$ cat config.mk
export PLATFORM = sky130hd
export DESIGN_NAME = comma_aligner_flat
export DESIGN_NICKNAME = d
export VERILOG_FILES = /design/src/rtl/enc8b10b_pkg.sv /design/src/rtl/comma_aligner_if.sv /design/src/rtl/comma_aligner_rd_tracker.sv /design/src/rtl/comma_aligner.sv /design/src/flat_wrapper.sv
export SDC_FILE = /design/constraint.sdc
export NUM_CORES = 1
export LEC_CHECK = 0
export ABC_CLOCK_PERIOD_IN_PS = 4600
export CORE_MARGIN = 5
export CORE_UTILIZATION = 55
export DETAILED_ROUTE_END_ITERATION = 10
export DONT_BUFFER_PORTS = 1
export HOLD_SLACK_MARGIN = 0.02
export PLACE_DENSITY = 0.7
export REMOVE_ABC_BUFFERS = 1
export SYNTH_ARGS = -nofsm -noshare
export SYNTH_HDL_FRONTEND = slang
export SYNTH_SLANG_ARGS = --single-unit
$ cat constraint.sdc
create_clock -name clk -period 4.6 [get_ports clk]
set_clock_uncertainty 0.15 [all_clocks]
set_input_delay 0.92 -clock clk [delete_from_list [all_inputs] [get_ports clk]]
set_output_delay 0.92 -clock clk [all_outputs]
set_load 0.01 [all_outputs]
$ cat src/rtl/enc8b10b_pkg.sv
// Shared 8b/10b alignment definitions: aligner states, comma patterns and the
// comma match helper used on the 10-bit sliding window.
package enc8b10b_pkg;

    typedef enum logic [1:0] {
        HUNT  = 2'd0,
        CHECK = 2'd1,
        SYNC  = 2'd2
    } state_t;

    localparam int          SYM_W      = 10;
    localparam logic [6:0]  COMMA_P    = 7'b0011111;
    localparam logic [6:0]  COMMA_N    = 7'b1100000;
    localparam logic [3:0]  PHASE_LAST = 4'd9;

    // The seven oldest window bits (abcdeif) carry the comma signature.
    function automatic logic comma_hit(input logic [SYM_W-1:0] w);
        return (w[9:3] == COMMA_P) || (w[9:3] == COMMA_N);
    endfunction

endpackage

$ cat src/rtl/comma_aligner_if.sv
// Serial-in / aligned-symbol-out bundle of the comma aligner; the line side
// (master) drives bits, the aligner (slave) drives symbols and status.
interface comma_aligner_if;
    import enc8b10b_pkg::*;

    logic             bit_in;
    logic             bit_valid;
    logic [SYM_W-1:0] sym_out;
    logic             sym_valid;
    logic             is_comma;
    logic             rd_sym;
    logic             disp_err;
    logic             locked;

    modport master (
        output bit_in, bit_valid,
        input  sym_out, sym_valid, is_comma, rd_sym, disp_err, locked
    );

    modport slave (
        input  bit_in, bit_valid,
        output sym_out, sym_valid, is_comma, rd_sym, disp_err, locked
    );

endinterface

$ cat src/rtl/comma_aligner_rd_tracker.sv
// Running-disparity tracker: counts ones of each emitted symbol, reports the
// disparity the symbol entered with, and flags out-of-range weights.
module rd_tracker
    import enc8b10b_pkg::*;
(
    input  logic             clk,
    input  logic             reset,
    input  logic [SYM_W-1:0] sym,
    input  logic             emit,
    output logic             rd_sym,
    output logic             disp_err
);

    logic [3:0] ones;
    logic       rd_q, rd_d;
    logic       rd_sym_q, rd_sym_d;
    logic       disp_err_q, disp_err_d;

    always_comb begin
        ones = '0;
        for (int i = 0; i < SYM_W; i++) begin
            ones = ones + 4'(sym[i]);
        end
    end

    // A balanced symbol (five ones) leaves the running disparity untouched.
    always_comb begin
        rd_d       = rd_q;
        rd_sym_d   = rd_sym_q;
        disp_err_d = disp_err_q;
        if (emit) begin
            rd_sym_d   = rd_q;
            disp_err_d = (ones < 4'd4) || (ones > 4'd6);
            if (ones > 4'd5) begin
                rd_d = 1'b1;
            end else if (ones < 4'd5) begin
                rd_d = 1'b0;
            end
        end
    end

    always_ff @(posedge clk) begin
        if (reset) begin
            rd_q       <= 1'b0;
            rd_sym_q   <= 1'b0;
            disp_err_q <= 1'b0;
        end else begin
            rd_q       <= rd_d;
            rd_sym_q   <= rd_sym_d;
            disp_err_q <= disp_err_d;
        end
    end

    assign rd_sym   = rd_sym_q;
    assign disp_err = disp_err_q;

endmodule

$ cat src/rtl/comma_aligner.sv
// Serial 10-bit symbol aligner: hunts for a comma, confirms SYNC_COMMAS
// aligned commas before locking, and drops lock after LOSS_MISS misplaced ones.
module comma_aligner
    import enc8b10b_pkg::*;
#(
    parameter int SYNC_COMMAS = 3,
    parameter int LOSS_MISS   = 4
) (
    input  logic                  clk,
    input  logic                  reset,
    comma_aligner_if.slave        bus
);

    localparam int CC_W = $clog2(SYNC_COMMAS + 1);
    localparam int MC_W = $clog2(LOSS_MISS + 1);

    state_t           state_q, state_d;
    logic [8:0]       sr_q, sr_d;
    logic [3:0]       phase_q, phase_d;
    logic [CC_W-1:0]  comma_cnt_q, comma_cnt_d;
    logic [MC_W-1:0]  miss_cnt_q, miss_cnt_d;
    logic [SYM_W-1:0] sym_out_q, sym_out_d;
    logic             sym_valid_q, sym_valid_d;
    logic             is_comma_q, is_comma_d;

    logic [SYM_W-1:0] win;
    logic             comma;
    logic             at_bnd;
    logic             emit;

    assign win    = {sr_q, bus.bit_in};
    assign comma  = comma_hit(win);
    assign at_bnd = (phase_q == PHASE_LAST);

    always_comb begin
        state_d     = state_q;
        sr_d        = sr_q;
        phase_d     = phase_q;
        comma_cnt_d = comma_cnt_q;
        miss_cnt_d  = miss_cnt_q;
        emit        = 1'b0;

        if (bus.bit_valid) begin
            sr_d = win[8:0];
            if (state_q == HUNT) begin
                if (comma) begin
                    emit        = 1'b1;
                    phase_d     = '0;
                    comma_cnt_d = CC_W'(1);
                    state_d     = CHECK;
                end
            end else begin
                if (at_bnd) begin
                    emit    = 1'b1;
                    phase_d = '0;
                end else begin
                    phase_d = phase_q + 4'd1;
                end

                // A misplaced comma while confirming means the first one was a false hit.
                if (comma && state_q == CHECK) begin
                    if (at_bnd) begin
                        comma_cnt_d = comma_cnt_q + CC_W'(1);
                        if (comma_cnt_d == CC_W'(SYNC_COMMAS)) begin
                            state_d    = SYNC;
                            miss_cnt_d = '0;
                        end
                    end else begin
                        state_d = HUNT;
                    end
                end else if (comma && state_q == SYNC) begin
                    if (at_bnd) begin
                        miss_cnt_d = '0;
                    end else begin
                        miss_cnt_d = miss_cnt_q + MC_W'(1);
                        if (miss_cnt_d == MC_W'(LOSS_MISS)) begin
                            state_d = HUNT;
                            phase_d = '0;
                        end
                    end
                end
            end
        end

        sym_valid_d = emit;
        sym_out_d   = emit ? win   : sym_out_q;
        is_comma_d  = emit ? comma : is_comma_q;
    end

    always_ff @(posedge clk) begin
        if (reset) begin
            state_q     <= HUNT;
            sr_q        <= '0;
            phase_q     <= '0;
            comma_cnt_q <= '0;
            miss_cnt_q  <= '0;
            sym_out_q   <= '0;
            sym_valid_q <= 1'b0;
            is_comma_q  <= 1'b0;
        end else begin
            state_q     <= state_d;
            sr_q        <= sr_d;
            phase_q     <= phase_d;
            comma_cnt_q <= comma_cnt_d;
            miss_cnt_q  <= miss_cnt_d;
            sym_out_q   <= sym_out_d;
            sym_valid_q <= sym_valid_d;
            is_comma_q  <= is_comma_d;
        end
    end

    rd_tracker u_rd_tracker (
        .clk      (clk),
        .reset    (reset),
        .sym      (win),
        .emit     (emit),
        .rd_sym   (bus.rd_sym),
        .disp_err (bus.disp_err)
    );

    assign bus.sym_out   = sym_out_q;
    assign bus.sym_valid = sym_valid_q;
    assign bus.is_comma  = is_comma_q;
    assign bus.locked    = (state_q == SYNC);

endmodule

$ cat src/flat_wrapper.sv
// flat-port wrapper written by rule: the top's interface ports become plain ports
module comma_aligner_flat import enc8b10b_pkg::*;
#(
    parameter int SYNC_COMMAS = 3,
    parameter int LOSS_MISS   = 4
)
  (clk, reset, bus_bit_in, bus_bit_valid, bus_sym_out, bus_sym_valid, bus_is_comma, bus_rd_sym, bus_disp_err, bus_locked);
  comma_aligner_if bus_i ();
  input  logic clk;
  input  logic reset;
  input wire logic [$bits(bus_i.bit_in)-1:0] bus_bit_in;
  input wire logic [$bits(bus_i.bit_valid)-1:0] bus_bit_valid;
  output wire logic [$bits(bus_i.sym_out)-1:0] bus_sym_out;
  output wire logic [$bits(bus_i.sym_valid)-1:0] bus_sym_valid;
  output wire logic [$bits(bus_i.is_comma)-1:0] bus_is_comma;
  output wire logic [$bits(bus_i.rd_sym)-1:0] bus_rd_sym;
  output wire logic [$bits(bus_i.disp_err)-1:0] bus_disp_err;
  output wire logic [$bits(bus_i.locked)-1:0] bus_locked;
  assign bus_i.bit_in = bus_bit_in;
  assign bus_i.bit_valid = bus_bit_valid;
  assign bus_sym_out = bus_i.sym_out;
  assign bus_sym_valid = bus_i.sym_valid;
  assign bus_is_comma = bus_i.is_comma;
  assign bus_rd_sym = bus_i.rd_sym;
  assign bus_disp_err = bus_i.disp_err;
  assign bus_locked = bus_i.locked;
  comma_aligner #(.SYNC_COMMAS(SYNC_COMMAS), .LOSS_MISS(LOSS_MISS)) u_core (.clk(clk), .reset(reset), .bus(bus_i));
endmodule
==> results of run 1 <==
==> layout make-up <==
| type | count | share of cell area (%) |
|---|---|---|
| Inverter | 20 | 3.69 |
| Tap cell | 46 | 2.83 |
| Multi-Input combinational cell | 139 | 54.7 |
| Clock buffer | 6 | 2.52 |
| Sequential cell | 35 | 34.5 |
| Clock inverter | 2 | 1.72 |
==> placed cells by master, fill, tap and decap left out, types with 2 or more instances in the layout <==
cell type | netlist | final
nor3_1 | 4 | 4
a31oi_1 | 4 | 4
nand3_1 | 13 | 13
nand2b_1 | 2 | 2
mux2i_1 | 10 | 10
a21oi_1 | 14 | 14
fa_1 | 6 | 6
a221o_1 | 2 | 2
nand4_1 | 2 | 2
dfxtp_1 | 35 | 35
ha_1 | 7 | 7
clkbuf_4 | 0 | 5
a21oi_2 | 8 | 8
nor2_1 | 12 | 12
a311oi_1 | 2 | 2
or3_1 | 3 | 3
o21ai_0 | 5 | 5
inv_1 | 20 | 20
o21ai_2 | 2 | 2
nor4_1 | 2 | 2
o21ai_1 | 8 | 8
nand2_1 | 3 | 3
nor2b_1 | 2 | 2
==> cells by family after synthesis <==
| family | after synthesis | share of synthesized area, % |
|---|---|---|
| flops | 35 | 35.8 |
| xor+xnor | 1 | 0.448 |
| compound gates | 59 | 23.5 |
| mux | 11 | 5.69 |
| simple gates | 55 | 16.6 |
| buf+inv | 31 | 7.35 |
| fa+ha+maj | 13 | 10.6 |
==> metrics by stage <==
stage                     instances  cell area [um^2]
after floorplan                 194              1890
after global placement          240              1950
after detailed placement        240              1950
after CTS                       248              2030
after global routing            248              2030
final                           248              2030
==> metal layers <==
metal,up-vias,GRT usage [%],wire (um)
met2,49,26.5,1770
met3,12,6.09,260
li1,738,-,-
met4,0,7.87,119
met1,722,22.4,1810
met5,-,0,0
==> final timing paths <==
check                           startpoint                         end  slack, ns  cells past startpoint
setup reg to reg            u_core.sr_q[2]    u_core.u_rd_tracker.rd_q       0.71                     12
hold reg to reg   u_core.u_rd_tracker.rd_q  u_core.u_rd_tracker.rd_sym       0.33                      2
hold / removal    u_core.u_rd_tracker.rd_q  u_core.u_rd_tracker.rd_sym       0.33                      2
setup / recovery                bus_bit_in    u_core.u_rd_tracker.rd_q       0.65                     12
==> sequential cells by signal, summed over array words and instances, names as in the netlist, 2 cells and up <==
name,cells
u_core.bus.sym_out,10
u_core.sr_q,9
u_core.phase_q,4
u_core.miss_cnt_q,3
u_core.comma_cnt_q,2
u_core.state_q,2
==> power by group through the flow <==
stage / Sequential, mW / Combinational, mW / Clock [mW]
finish: 0.305 / 0.0230 / 0.234
global route: 0.306 / 0.0263 / 0.255
CTS: 0.305 / 0.0229 / 0.240
detailed placement: 0.312 / 0.0229 / 0
global placement: 0.312 / 0.0223 / 0
floorplan: 0.312 / 0.0187 / 0
==> tightest hold or removal path: cells and delay by family (launching register included) <==
kind | cells | cell delay, ns
DFF | 1 | 0.33
AOI/OAI and AO/OA | 1 | 0.05
and+or+nand+nor | 1 | 0.08
==> out/metrics.cfg, run 1 <==
[synth]
yosys_warnings=0
synth.most_common_cell=dfxtp_1
ys.flop_type=dfxtp_1
synth_area_leaders=dfxtp_1 36%, fa_1 6.1%, mux2i_1 5.1%, ha_1 4.5%, inv_1 3.8%
netlist_area_mm2=0.00196
synth_seq_area_share_pct=35.8
synth_cells=205
synth_top_area_share_pct=35.8
synth-edff-count=0
synthTopCellsByCount=35 x dfxtp_1, 20 x inv_1, 14 x a21oi_1
ys_types=55
yosysTopAreaCell=dfxtp_1
ys_seq_elements=35
synth.avg_cell_area_um2=9.55
async_flop_share_pct=0

[global_routing]
overflow=0
grt_pass1_wl_mm=6.87
grt_pass1_vias=1404
grt_use_total_pct=17.5
grt_max_degree=33
antenna_found_initial=0

[cts]
clkSlewWorstSetupHoldPaths_ns=0.10
cts_htree_levels=2
cts_tree=built
worstSkewPairLatency_ns=0.34
cts.sinks=35
cts_resized=0
cts_buffers=5
cts_buffer_depth=2
hold_buffers=0
root_buffer=clkbuf_4
cts_setup_buffers=0

[power_and_ir_drop]
switching_power_mw=0.121
p_total_mw=0.562
clockPowerShare_pct=41.6
p_int_mw=0.441
sw_frac_of_total_pct=21.5
power_frac_comb_pct=4.1
p_per_area_mw_per_mm2=277
ir_drop_v=0.000145
seq_power_share_pct=54.3
p_leak_nw=0.792

[floorplan]
die_x_um=69.7
num_io_pins=19
start_util_pct=57.7
die_area_mm2=0.00485
die_h_um=69.7
fp.coreArea_mm2=0.00339
rows=21

[sta]
tightest_slew_ns=0.769
relSlewSlack_pct=48.7
finalMaxSlewViolations=0
final-setup-viol-count=0
rsz0062_at_grt=no
period_share_pct=85.9
period_minus_slack_ns=3.95
finalHoldViolations=0
max_freq_ghz=0.253
setup_ws_ns=0.648
fin_setup_tns_ns=0
fin_hold_ws_ns=0.331

[routing]
drc=0
firstDrtPassIters=4
vias_per_cell=6.13
vias=1521
dr.first_iter.drc_count=128
ant_nets=0
drt-total-wl_mm=3.97
wl_per_cell_um=16.0

[critical_path]
critPathRequiredTime_ns=4.71
crit_fanout=3
end_kind=flop
cp.arrival_ns=4.06
crit_buf_inv=3
start_kind=input pin
cp_cell_sequence=inv_1 -> fa_1 -> fa_1 -> fa_1 -> inv_1 -> ha_1 -> inv_1 -> fa_1 -> and4_1 -> a32oi_1 -> a31oi_1 -> a311oi_1
critPathKind=in2reg
crit_top_cell=fa_1
crit_slowest_cell=fa_1
critPathTopFamily=adder cells
critPathMaxStageDelay_ns=0.55

[placement]
gp_congestion=0.901
hpwl_mm=2.83
dp_slack_ns=0.317
port_buffers=0

[layout]
fin_util_pct=59.9
area_growth_pct=3.84
multi_input_comb_area_mm2=0.00111
nFillCells=291
seq_area_um2=701
drive_gt1_share_pct=14.9
final_nets=218
num_antenna_cells=0

[hold_path]
min_path_type=reg2reg

[run_status]
status=finished, final reports clean

[flow_run]
cap_violations=0

Power figures use the tool's default switching activity.
==> inputs of run 2 (changes only) <==
ABC_CLOCK_PERIOD_IN_PS = 3700   (was 4600)
CORE_UTILIZATION = 35   (was 55)
HOLD_SLACK_MARGIN = default   (was 0.02)
PLACE_DENSITY = default   (was 0.7)
clock period = 3.7 ns   (was 4.6 ns; I/O delays follow)
==> out/metrics.cfg, run 2 (synthesis gave the netlist of run 1 again) <==
[placement]
gp_congestion=0.766
post_dp_cell_area_mm2=0.00204
port_buffers=0
hpwl_mm=2.91
dp_slack_ns=-0.345

[power_and_ir_drop]
p_per_area_mw_per_mm2=322
p_leak_nw=0.838
p_total_mw=0.691
ir_drop_v=0.000156

[routing]
ant_nets=0
wl_per_cell_um=14.8
drc=0
vias_per_cell=5.31
firstDrtPassIters=4
dr.first_iter.drc_count=63
drt-total-wl_mm=4.19
vias=1497

[floorplan]
num_io_pins=19
fp.coreArea_mm2=0.00547
rows=27
start_util_pct=35.8
die_h_um=84.8
die_area_mm2=0.00719
die_x_um=84.8

[layout]
final_common_cell=dfxtp_1
nFillCells=578
drive_gt1_share_pct=20.0
stdcell_area_mm2=0.00214
seq_area_um2=702
area_growth_pct=9.59
num_antenna_cells=0
multi_input_comb_area_mm2=0.00111
fin_util_pct=39.2
final_nets=227
final_cell_mix=34 x dfxtp_1, 18 x inv_1, 14 x a21oi_1, 13 x nand3_1, 12 x nor2_1
largest_reg_flops=10

[critical_path]
critPathKind=in2reg
start_kind=input pin
end_kind=flop
r2r_cells=12
critPathRequiredTime_ns=3.73
crit_path_start=bus_bit_in
worstReg2RegStart=u_core.sr_q[4]
cp.arrival_ns=3.63
crit_fanout=3

[cts]
worstSkewPairLatency_ns=0.27
clkSlewWorstSetupHoldPaths_ns=0.07
cts_tree=built
cts_buffer_depth=2
hold_buffers=0
root_buffer=clkbuf_8
cts.sinks=35
cts_htree_levels=2
cts_buffers=5

[global_routing]
overflow=0
grt_pass1_vias=1468
grt_max_degree=33
antenna_found_initial=0
grt_pass1_wl_mm=7.07
grt_use_total_pct=11.9

[sta]
finalMaxSlewViolations=0
relSlewSlack_pct=43.5
period_minus_slack_ns=3.60
setup_ws_ns=0.100
rsz0062_at_grt=yes
fin_setup_tns_ns=0
max_freq_ghz=0.278
period_share_pct=97.3
tightest_slew_ns=0.848
finalHoldViolations=0
final-setup-viol-count=0

[hold_path]
hold_depth=2
hp-start=u_core.comma_cnt_q[1]
min_path_type=reg2reg

[run_status]
status=finished, final reports clean

[flow_run]
cap_violations=0

## run 2: changes by cell type in the layout (fill, tap and decap cells not counted), sizes merged
cell,change
bufinv,-1
buf,+9
## run 2: per-stage QoR
| stage | instances | hold slack, ns |
|---|---|---|
| final | 282 | 0.318 |
| after global routing | 282 | 0.349 |
| after CTS | 281 | 0.327 |
| after detailed placement | 274 | 0.316 |
| after global placement | 274 | 0.307 |
| after floorplan | 194 | 0.292 |
## run 2: worst max-delay path: stages
cell	delay (ns)
inv_8	0.01
fa_1	0.47
fa_1	0.53
fa_1	0.41
inv_1	0.07
ha_2	0.18
inv_2	0.04
fa_1	0.46
and4_1	0.19
a32oi_1	0.15
a31oi_1	0.10
a311oi_1	0.28
## run 2: final timing paths
| check | slack (ns) | end |
|---|---|---|
| worst max-delay path | 0.10 | u_core.u_rd_tracker.rd_q |
| worst min-delay path | 0.32 | u_core.comma_cnt_q[1] |
| worst max register to register | 0.17 | u_core.u_rd_tracker.rd_q |
| worst min register to register | 0.32 | u_core.comma_cnt_q[1] |
## run 2: power by group
part	internal (mW)	total, mW	leakage [nW]	switching (mW)
Sequential	0.378	0.379	0.283	0.00109
Combinational	0.0148	0.0340	0.508	0.0192
Clock	0.146	0.278	0.0470	0.131
Total	0.539	0.691	0.838	0.152
## run 2: timing repair
action                                  in CTS  in global routing
resized for setup                            0                  7
endpoints found under the setup margin       1                  2
buffers inserted                             0                  1
pin swaps                                    4                  7
## run 2: metal layers
metal / GRT usage [%] / routed length (um) / up-vias
met5: 0 / 0 / -
met4: 4.75 / 49 / 0
met3: 2.55 / 147 / 2
met2: 17.6 / 1840 / 23
met1: 16.9 / 2150 / 716
li1: - / - / 756
## run 2: final cells by class
class / count / area share (%)
tap: 72 / 4.20
clock buffer: 6 / 3.85
sequential: 35 / 32.7
inverter: 20 / 3.85
multi-input combinational: 139 / 52.0
timing repair buffer: 9 / 3.15
clock inverter: 1 / 0.233
==> inputs of run 3 (changes only) <==
CAP_MARGIN = 20   (was default)
CORE_UTILIZATION = 62   (was 35)
PLACE_DENSITY = 0.78   (was default)
==> out/metrics.cfg, run 3 (synthesis gave the netlist of run 1 again) <==
[run_status]
status=finished, final reports clean

[hold_path]
min_path_type=in2reg

[sta]
fin_hold_ws_ns=0.294
setup_ws_ns=0.0562
period_minus_slack_ns=3.64
finalHoldViolations=0
max_freq_ghz=0.274
finalMaxSlewViolations=0
fin_setup_tns_ns=0
tightest_slew_ns=0.789
rsz0062_at_grt=yes
period_share_pct=98.5
relSlewSlack_pct=47.4
final-setup-viol-count=0

[power_and_ir_drop]
p_int_mw=0.463
sw_frac_of_total_pct=25.6
p_leak_nw=0.798
seq_power_share_pct=60.9
p_per_area_mw_per_mm2=304
power_frac_comb_pct=5.1
ir_drop_v=0.000248
clockPowerShare_pct=34.0
p_total_mw=0.623
switching_power_mw=0.160

[floorplan]
rows=20
die_h_um=66.2
die_x_um=66.2
die_area_mm2=0.00438
num_io_pins=19
start_util_pct=64.1
fp.coreArea_mm2=0.00305

[critical_path]
start_kind=input pin
critPathRequiredTime_ns=3.81
critPathMaxStageDelay_ns=0.53
cp_cell_sequence=inv_1 -> fa_1 -> fa_1 -> fa_1 -> inv_1 -> ha_2 -> inv_2 -> fa_1 -> and4_1 -> a32oi_1 -> a31oi_1 -> a311oi_1
critPathTopFamily=adder cells
crit_fanout=3
crit_slowest_cell=fa_1
cp.arrival_ns=3.75
crit_top_cell=fa_1
end_kind=flop
critPathKind=in2reg
crit_buf_inv=3

[cts]
cts_htree_levels=2
cts_buffers=5
cts.sinks=35
hold_buffers=0
clkSlewWorstSetupHoldPaths_ns=0.12
cts_tree=built
worstSkewPairLatency_ns=0.35
cts_buffer_depth=2
root_buffer=clkbuf_4

[layout]
seq_area_um2=706
final_cell_mix=31 x dfxtp_1, 19 x inv_1, 14 x a21oi_1, 13 x nand3_1, 12 x nor2_1
fin_cells=251
stdcell_area_mm2=0.00205
num_antenna_cells=0
drive_gt1_share_pct=19.8
largest_reg_flops=10
final_common_cell=dfxtp_1
area_growth_pct=4.54
fin_util_pct=67.0
nFillCells=259
final_nets=223
multi_input_comb_area_mm2=0.00111

[global_routing]
grt_max_degree=33
antenna_found_initial=0
grt_pass1_vias=1612
grt_pass1_wl_mm=7.38
overflow=0
grt_use_total_pct=21.8

[placement]
dp_slack_ns=-0.412
place_inst=242
post_dp_cell_area_mm2=0.00197
gp_congestion=0.868
hpwl_mm=3.01
port_buffers=0

[routing]
dr.first_iter.drc_count=143
wl_per_cell_um=16.9
vias_per_cell=6.12
drt-total-wl_mm=4.25
ant_nets=0
firstDrtPassIters=4
drc=0
vias=1537

[flow_run]
cap_violations=0

## run 3: cell types whose count changed in the layout (fill, tap and decap cells not counted), sizes merged
cell      change
buf           -4
clkinvlp      +2
clkbuf        -1
## run 3: area by class of cell
type | instances | area share [%]
Multi-Input combinational cell | 139 | 54.5
Sequential cell | 35 | 34.5
Inverter | 20 | 3.67
Tap cell | 44 | 2.69
Clock buffer | 5 | 1.83
Timing Repair Buffer | 5 | 1.83
Clock inverter | 3 | 0.979
## run 3: metal layers
| metal | GRT usage, % | part of all wire, % |
|---|---|---|
| met2 | 36.6 | 50 |
| met5 | 0 | 0 |
| met1 | 27.4 | 43 |
| met3 | 5.27 | 5.5 |
| met4 | 7.11 | 2.0 |
## run 3: worst register-to-register path, cell delays in order, from the launching register on
cell	delay [ns]
dfxtp_2	0.35
fa_1	0.53
inv_1	0.05
fa_1	0.49
fa_1	0.42
inv_1	0.08
ha_2	0.18
inv_2	0.04
fa_1	0.48
and4_1	0.18
a32oi_1	0.15
a31oi_1	0.12
a311oi_1	0.31
## run 3: timing repair
action,4_1_cts,5_1_grt
pin swaps,3,7
endpoints found under the setup margin,1,2
buffers inserted,0,1
gates resized for setup,2,4
## run 3: final timing paths
check	depth (start not counted)	slack [ns]	to	start
min	1	0.29	u_core.bus.is_comma	reset
min reg2reg	2	0.33	u_core.comma_cnt_q[1]	u_core.comma_cnt_q[1]
max reg2reg	12	0.09	u_core.u_rd_tracker.rd_q	u_core.sr_q[6]
max	12	0.06	u_core.u_rd_tracker.rd_q	bus_bit_in
## run 3: power by group through the flow
stage	combinational, mW	sequential, mW	clock [mW]
after global placement	0.0283	0.388	0
after detailed placement	0.0296	0.388	0
final	0.0317	0.379	0.212
after CTS	0.0293	0.380	0.219
after global routing	0.0344	0.380	0.232
after floorplan	0.0233	0.388	0
